==> src/rtl/dense_layer_seq.sv <==
// Fully-connected layer: neuronNo neurons evaluated one after another on a single shared MAC,
// with the result vector published atomically together with a one-cycle go_out_r pulse.
module dense_layer_seq #(
  parameter int weightNo  = 10,
  parameter int neuronNo  = 10,
  parameter int dataWidth = 16,
  parameter int fracBits  = 8,
  parameter int accWidth  = 40,
  parameter int reluEn    = 1
) (
  input  logic                                        clk,
  input  logic                                        rst,
  input  logic                                        go_in_r,
  input  logic [weightNo*dataWidth-1:0]               in,
  input  logic                                        w_we,
  input  logic [$clog2(neuronNo*(weightNo+1))-1:0]    w_addr,
  input  logic [dataWidth-1:0]                        w_data,
  output logic                                        busy,
  output logic [neuronNo*dataWidth-1:0]               out,
  output logic                                        go_out_r
);

  localparam int NW    = neuronNo * weightNo;
  localparam int DEPTH = NW + neuronNo;
  localparam int AW    = $clog2(DEPTH);

  localparam logic signed [accWidth-1:0] SAT_HI =
    accWidth'((64'sd1 <<< (dataWidth - 1)) - 64'sd1);
  localparam logic signed [accWidth-1:0] SAT_LO = -SAT_HI - accWidth'(1);

  typedef enum logic [1:0] {IDLE, MAC, WB, DONE} state_t;

  state_t                          state;
  logic signed [dataWidth-1:0]     coef_mem [DEPTH];
  logic [weightNo*dataWidth-1:0]   x_lat;
  logic [neuronNo*dataWidth-1:0]   shadow;
  logic signed [accWidth-1:0]      acc_p0;
  logic [AW-1:0]                   n_cnt;
  logic [AW-1:0]                   i_cnt;
  logic [AW-1:0]                   w_idx;

  logic                            coef_wr;
  logic signed [dataWidth-1:0]     bias0;
  logic signed [dataWidth-1:0]     bias_next;
  logic signed [dataWidth-1:0]     w_cur;
  logic signed [dataWidth-1:0]     x_cur;
  logic signed [2*dataWidth-1:0]   prod;
  logic signed [accWidth-1:0]      prod_ext;
  logic signed [accWidth-1:0]      bias0_ext;
  logic signed [accWidth-1:0]      bias_next_ext;
  logic signed [dataWidth-1:0]     r_wb;

  // Rescale to the output format, clamp to the representable range, then optional ReLU.
  function automatic logic signed [dataWidth-1:0] sat_relu(input logic signed [accWidth-1:0] a);
    logic signed [accWidth-1:0] r;
    r = a >>> fracBits;
    if (r > SAT_HI)
      r = SAT_HI;
    else if (r < SAT_LO)
      r = SAT_LO;
    if (reluEn != 0 && r < 0)
      r = '0;
    return r[dataWidth-1:0];
  endfunction

  assign coef_wr = (state == IDLE) && w_we && ({1'b0, w_addr} < (AW+1)'(DEPTH));

  always_ff @(posedge clk) begin
    if (coef_wr)
      coef_mem[w_addr] <= w_data;
  end

  // A bias[0] write in the same cycle as go_in_r must be seen by the new computation.
  assign bias0     = (coef_wr && w_addr == AW'(NW)) ? w_data : coef_mem[AW'(NW)];
  assign bias_next = coef_mem[AW'(NW) + n_cnt + AW'(1)];
  assign w_cur     = coef_mem[w_idx];
  assign x_cur     = x_lat[int'(i_cnt)*dataWidth +: dataWidth];
  assign prod      = w_cur * x_cur;

  assign prod_ext      = prod;
  assign bias0_ext     = bias0;
  assign bias_next_ext = bias_next;
  assign r_wb          = sat_relu(acc_p0);

  always_ff @(posedge clk) begin
    if (state == WB)
      shadow[int'(n_cnt)*dataWidth +: dataWidth] <= r_wb;
  end

  always_ff @(posedge clk or posedge rst) begin
    if (rst) begin
      state    <= IDLE;
      out      <= '0;
      go_out_r <= 1'b0;
      busy     <= 1'b0;
      x_lat    <= '0;
      acc_p0   <= '0;
      n_cnt    <= '0;
      i_cnt    <= '0;
      w_idx    <= '0;
    end else begin
      go_out_r <= 1'b0;
      case (state)
        IDLE: begin
          if (go_in_r) begin
            x_lat  <= in;
            n_cnt  <= '0;
            i_cnt  <= '0;
            w_idx  <= '0;
            acc_p0 <= bias0_ext <<< fracBits;
            busy   <= 1'b1;
            state  <= MAC;
          end
        end
        MAC: begin
          acc_p0 <= acc_p0 + prod_ext;
          w_idx  <= w_idx + AW'(1);
          if (i_cnt == AW'(weightNo - 1)) begin
            i_cnt <= '0;
            state <= WB;
          end else begin
            i_cnt <= i_cnt + AW'(1);
          end
        end
        WB: begin
          if (n_cnt == AW'(neuronNo - 1)) begin
            state <= DONE;
          end else begin
            n_cnt  <= n_cnt + AW'(1);
            acc_p0 <= bias_next_ext <<< fracBits;
            state  <= MAC;
          end
        end
        DONE: begin
          out      <= shadow;
          go_out_r <= 1'b1;
          busy     <= 1'b0;
          state    <= IDLE;
        end
        default: state <= IDLE;
      endcase
    end
  end

endmodule

==> config.mk <==
export PLATFORM = sky130hd
export DESIGN_NAME = dense_layer_seq
export DESIGN_NICKNAME = d
export VERILOG_FILES = /design/src/rtl/dense_layer_seq.sv
export SDC_FILE = /design/constraint.sdc
export NUM_CORES = 2
export LEC_CHECK = 0
export CAP_MARGIN = 20
export CORE_MARGIN = 8
export CORE_UTILIZATION = 60
export DETAILED_ROUTE_END_ITERATION = 12
export HOLD_SLACK_MARGIN = 0.12
export MAX_ROUTING_LAYER = met4
export PLACE_DENSITY_LB_ADDON = 0.05
export SLEW_MARGIN = 20
export SYNTH_ARGS = -nofsm -noshare
export SYNTH_HDL_FRONTEND = slang
export SYNTH_SLANG_ARGS = --single-unit
==> constraint.sdc <==
create_clock -name clk -period 36.5 [get_ports clk]
set_clock_uncertainty 0.1 [all_clocks]
set_input_delay 7.3 -clock clk [delete_from_list [all_inputs] [get_ports clk]]
set_output_delay 7.3 -clock clk [all_outputs]
set_load 0.02 [all_outputs]
==> results.md <==
Floorplan
• 457 microns — Die Width
• 349 — count of pins on the block boundary
• 162 — number of rows in the core area
• 457 microns — die boundary height
• 209000 sq um — die area
• 194000 sq um — placeable core region
• 60.1% — effective utilization at floorplan

Global routing
• 0 — Overflow after GRT
• 68800 — via count of the first global-routing pass
• 158 — maximum number of pins on one net before global-route repair
• 33.6% — overall fraction of global-route tracks in use
• 12 — number of antenna violations at the first check in global routing
• 494000 microns — global-route wire length before repair

Route
• 35.2 microns — post-detailed-route wirelength per cell
• 341000 microns — total detailed-routing wirelength
• 6.93 — per-cell via count in the routed design
• 6 — Pre-Repair DR Iteration Count
• 67200 — via total after detailed routing
• 0 — total DRC errors in the routed layout
• 9144 — number of DRC violations after detailed-routing iteration 0
• 0 — number of nets still failing antenna checks after routing

STA
• false — RSZ-0062 raised after global routing
• 0 — Final Hold Viols
• 27.8% — relative slew slack
• 34.1% — Tcrit/Tclk final
• 1.07 ns — Worst Max-Slew Pin Slew
• 12.44 ns — minimum clock period after layout
• 0 — final setup fails
• 0 ns — Fin Setup TNS
• 0 — Final Slew Violations
• 80.4 MHz — highest clock frequency the design can meet
• 0.371 ns — worst hold slack after final layout

Clocking
• 2305 — CTS sink cnt
• 0 — Hold-fix buffers, CTS
• 0.91 ns — worst-skew pair later-pin latency
• 0 — count of buffers added by post-CTS timing repair for setup
• 0.06 ns — clk slew on worst S/H paths
• sky130_fd_sc_hd__clkbuf_16 — Root Buffer Master
• 3 — number of buffers between clock root and the deepest sink
• yes — TritonCTS clock tree
• 0 — number of cells upsized or downsized after cts
• 4 — H-Tree Depth
• 230 — CTS Buf Count

Synth
• 0 — Warnings, synthesis
• 49.5% — fraction of post-synthesis cell area in the top cell type by area
• 17.7 sq um — Mean Syn Cell Area
• sky130_fd_sc_hd__edfxtp_1 — Synth Flop Type
• 6579 — Syn Inst Count
• sky130_fd_sc_hd__edfxtp_1 (49%), sky130_fd_sc_hd__mux4_2 (21%), sky130_fd_sc_hd__dfrtp_1 (8.3%) — Synth area leaders
• 16.7% — FFs w/ async S/R, synth
• 1920 — number of enable flip-flop cells after synthesis
• 76 — library cells used by synthesis
• 2305 — flop and latch count out of synthesis
• 7223 — Synth Net Count
• 117000 sq um — Netlist Area Pre-Place
• 57.7% — part of the Yosys area used for sequential elements
• sky130_fd_sc_hd__edfxtp_1 — cell type with the highest aggregate area in the netlist

Layout
• 131000 sq um — final std cell area, no fill
• sky130_fd_sc_hd__edfxtp_1 (1920), sky130_fd_sc_hd__mux4_2 (1112), sky130_fd_sc_hd__inv_1 (416), sky130_fd_sc_hd__dfrtp_1 (378), sky130_fd_sc_hd__mux2_2 (360) — most used cells in the layout excluding fill and tap cells
• 12.4% — area growth from synthesis to layout
• 9698 — number of non-filler instances in the completed layout
• 67300 sq um — area occupied by registers
• sky130_fd_sc_hd__edfxtp_1 — most frequent standard cell in the layout excluding fill and tap cells
• 30.9% — share of cells above drive strength 1
• 7589 — net count reported at finish
• 12900 — Filler cells
• 46300 sq um — multi-input combinational cell area

Placement
• 123000 sq um — Placement Cell Area
• 219000 microns — half-perimeter wire length after detailed placement
• 348 — count of buffers inserted at the top-level ports
• 0.933 — routability congestion estimate
• 9255 — Inst Count DP

Setup path
• w_idx[0] — crit path launch
• 0.88 ns — delay contributed by the slowest stage of the critical path
• 46 — largest fanout of any net on the critical path
• adder cells — kind of cell adding the most delay to the critical path
• 24.06 ns — worst setup slack for register-to-register paths
• reg2reg — WS Path Type
• sky130_fd_sc_hd__buf_4 — Slowest cell on crit path
• 7 — count of buffering cells on the critical path with inverters included
• acc_p0[28] — end of the worst register-to-register path
• 13.10 ns — data arrival time of the critical path
• acc_p0[28] — critical path capture point
• 37.16 ns — required time worst endpoint
• sky130_fd_sc_hd__fa_1 — cell seen most often among critical-path stages
• 27 — depth of the critical timing path with buffers and inverters included
• 27 — number of cells on the worst reg-to-reg path
• register — endpoint type of the worst setup path
• w_idx[0] — launch instance of the worst register-to-register path
• register — Critical Path Start Type

Power
• 0.00108 W — total net switching power
• 42.8 uV — Max rail drop VDD
• 20.5% — switching power as a share of total power
• 1.3% — part of the total power dissipated in combinational logic
• 40.2 nW/um^2 — Pwr per Cell Area
• 44.6% — Clock power frac
• 47.6 nW — leakage power total
• 0.00419 W — Int Power
• 54.1% — Sequential Power Share

Run status
• finished, final reports clean — outcome

Flow run
• 0 — max-capacitance violation count

Worst hold path
• reg2reg — Hold Path Class

synthesized netlist by cell type (all sizes together) (34+ instances only):
| master | n |
|---|---|
| a21oi | 73 |
| buf | 246 |
| clkbuf | 184 |
| dfrtp | 385 |
| edfxtp | 1920 |
| fa | 331 |
| ha | 126 |
| inv | 419 |
| mux2 | 360 |
| mux2i | 88 |
| mux4 | 1112 |
| nand2 | 222 |
| nand2b | 87 |
| nand3 | 50 |
| nor2 | 443 |
| nor2b | 49 |
| nor3 | 43 |
| o21ai | 68 |
| xnor2 | 34 |
worst min-delay path by stage:
stage                start       end  slack, ns  depth (start not counted)
3_3_place_gp   shadow[108]  out[108]       0.36                          1
5_1_grt         shadow[42]   out[42]       0.38                          1
4_1_cts        shadow[123]  out[123]       0.36                          1
6_report       shadow[123]  out[123]       0.37                          1
3_5_place_dp   shadow[135]  out[135]       0.36                          1
2_1_floorplan     i_cnt[6]  i_cnt[6]       0.35                          1
per-stage QoR:
| stage | util (%) | setup slack, ns | total power [W] |
|---|---|---|---|
| after CTS | 67.5 | 24.00 | 0.00529 |
| after global routing | 67.5 | 23.43 | 0.00539 |
| after global placement | 63.7 | 24.26 | 0.00297 |
| after detailed placement | 63.7 | 24.00 | 0.00297 |
| after floorplan | - | 18.40 | 0.00291 |
| final | 67.6 | 24.06 | 0.00527 |
area by class of cell:
type / count / share of cell area [%]
multi-input cells: 3425 / 35.3
clock buffers: 281 / 4.63
flip-flops and latches: 2305 / 51.4
repair buffers: 564 / 3.97
inverters: 419 / 1.21
clock inverters: 150 / 1.08
well taps: 2542 / 2.43
diodes: 12 / 0.0229
power groups by stage:
stage / registers [W] / logic [W] / clock network (W)
floorplan: 0.00290 / 0.00000785 / 0
global placement: 0.00290 / 0.0000669 / 0
detailed placement: 0.00290 / 0.0000688 / 0
CTS: 0.00285 / 0.0000690 / 0.00237
global route: 0.00285 / 0.0000732 / 0.00246
finish: 0.00285 / 0.0000687 / 0.00235
flip-flops by register name, summed over array words and instances (netlist names):
register and count:
acc_p0 40, busy 1, coef_mem 1760, go_out_r 1, i_cnt 7, n_cnt 7
out 160, shadow 160, state 2, w_idx 7, x_lat 160
cells by family after synthesis:
family / Yosys count / share of synthesized area, %
flip-flops: 2305 / 57.7
multiplexers: 1560 / 25.8
AND/OR/NAND/NOR: 1002 / 3.88
buffers and inverters: 849 / 3.18
adder cells (fa/ha/maj): 457 / 7.04
AO/OA/AOI/OAI: 357 / 2.08
XOR/XNOR: 49 / 0.368
per-layer routing:
| layer | vias up | routed length (microns) | GRT usage, % |
|---|---|---|---|
| met5 | - | 0 | - |
| met3 | 751 | 38100 | 8.38 |
| li1 | 26700 | - | - |
| met4 | 0 | 16000 | 12.7 |
| met2 | 4186 | 162000 | 51.4 |
| met1 | 35600 | 125000 | 44.5 |
Note: power is estimated with default switching activity, not from simulation.
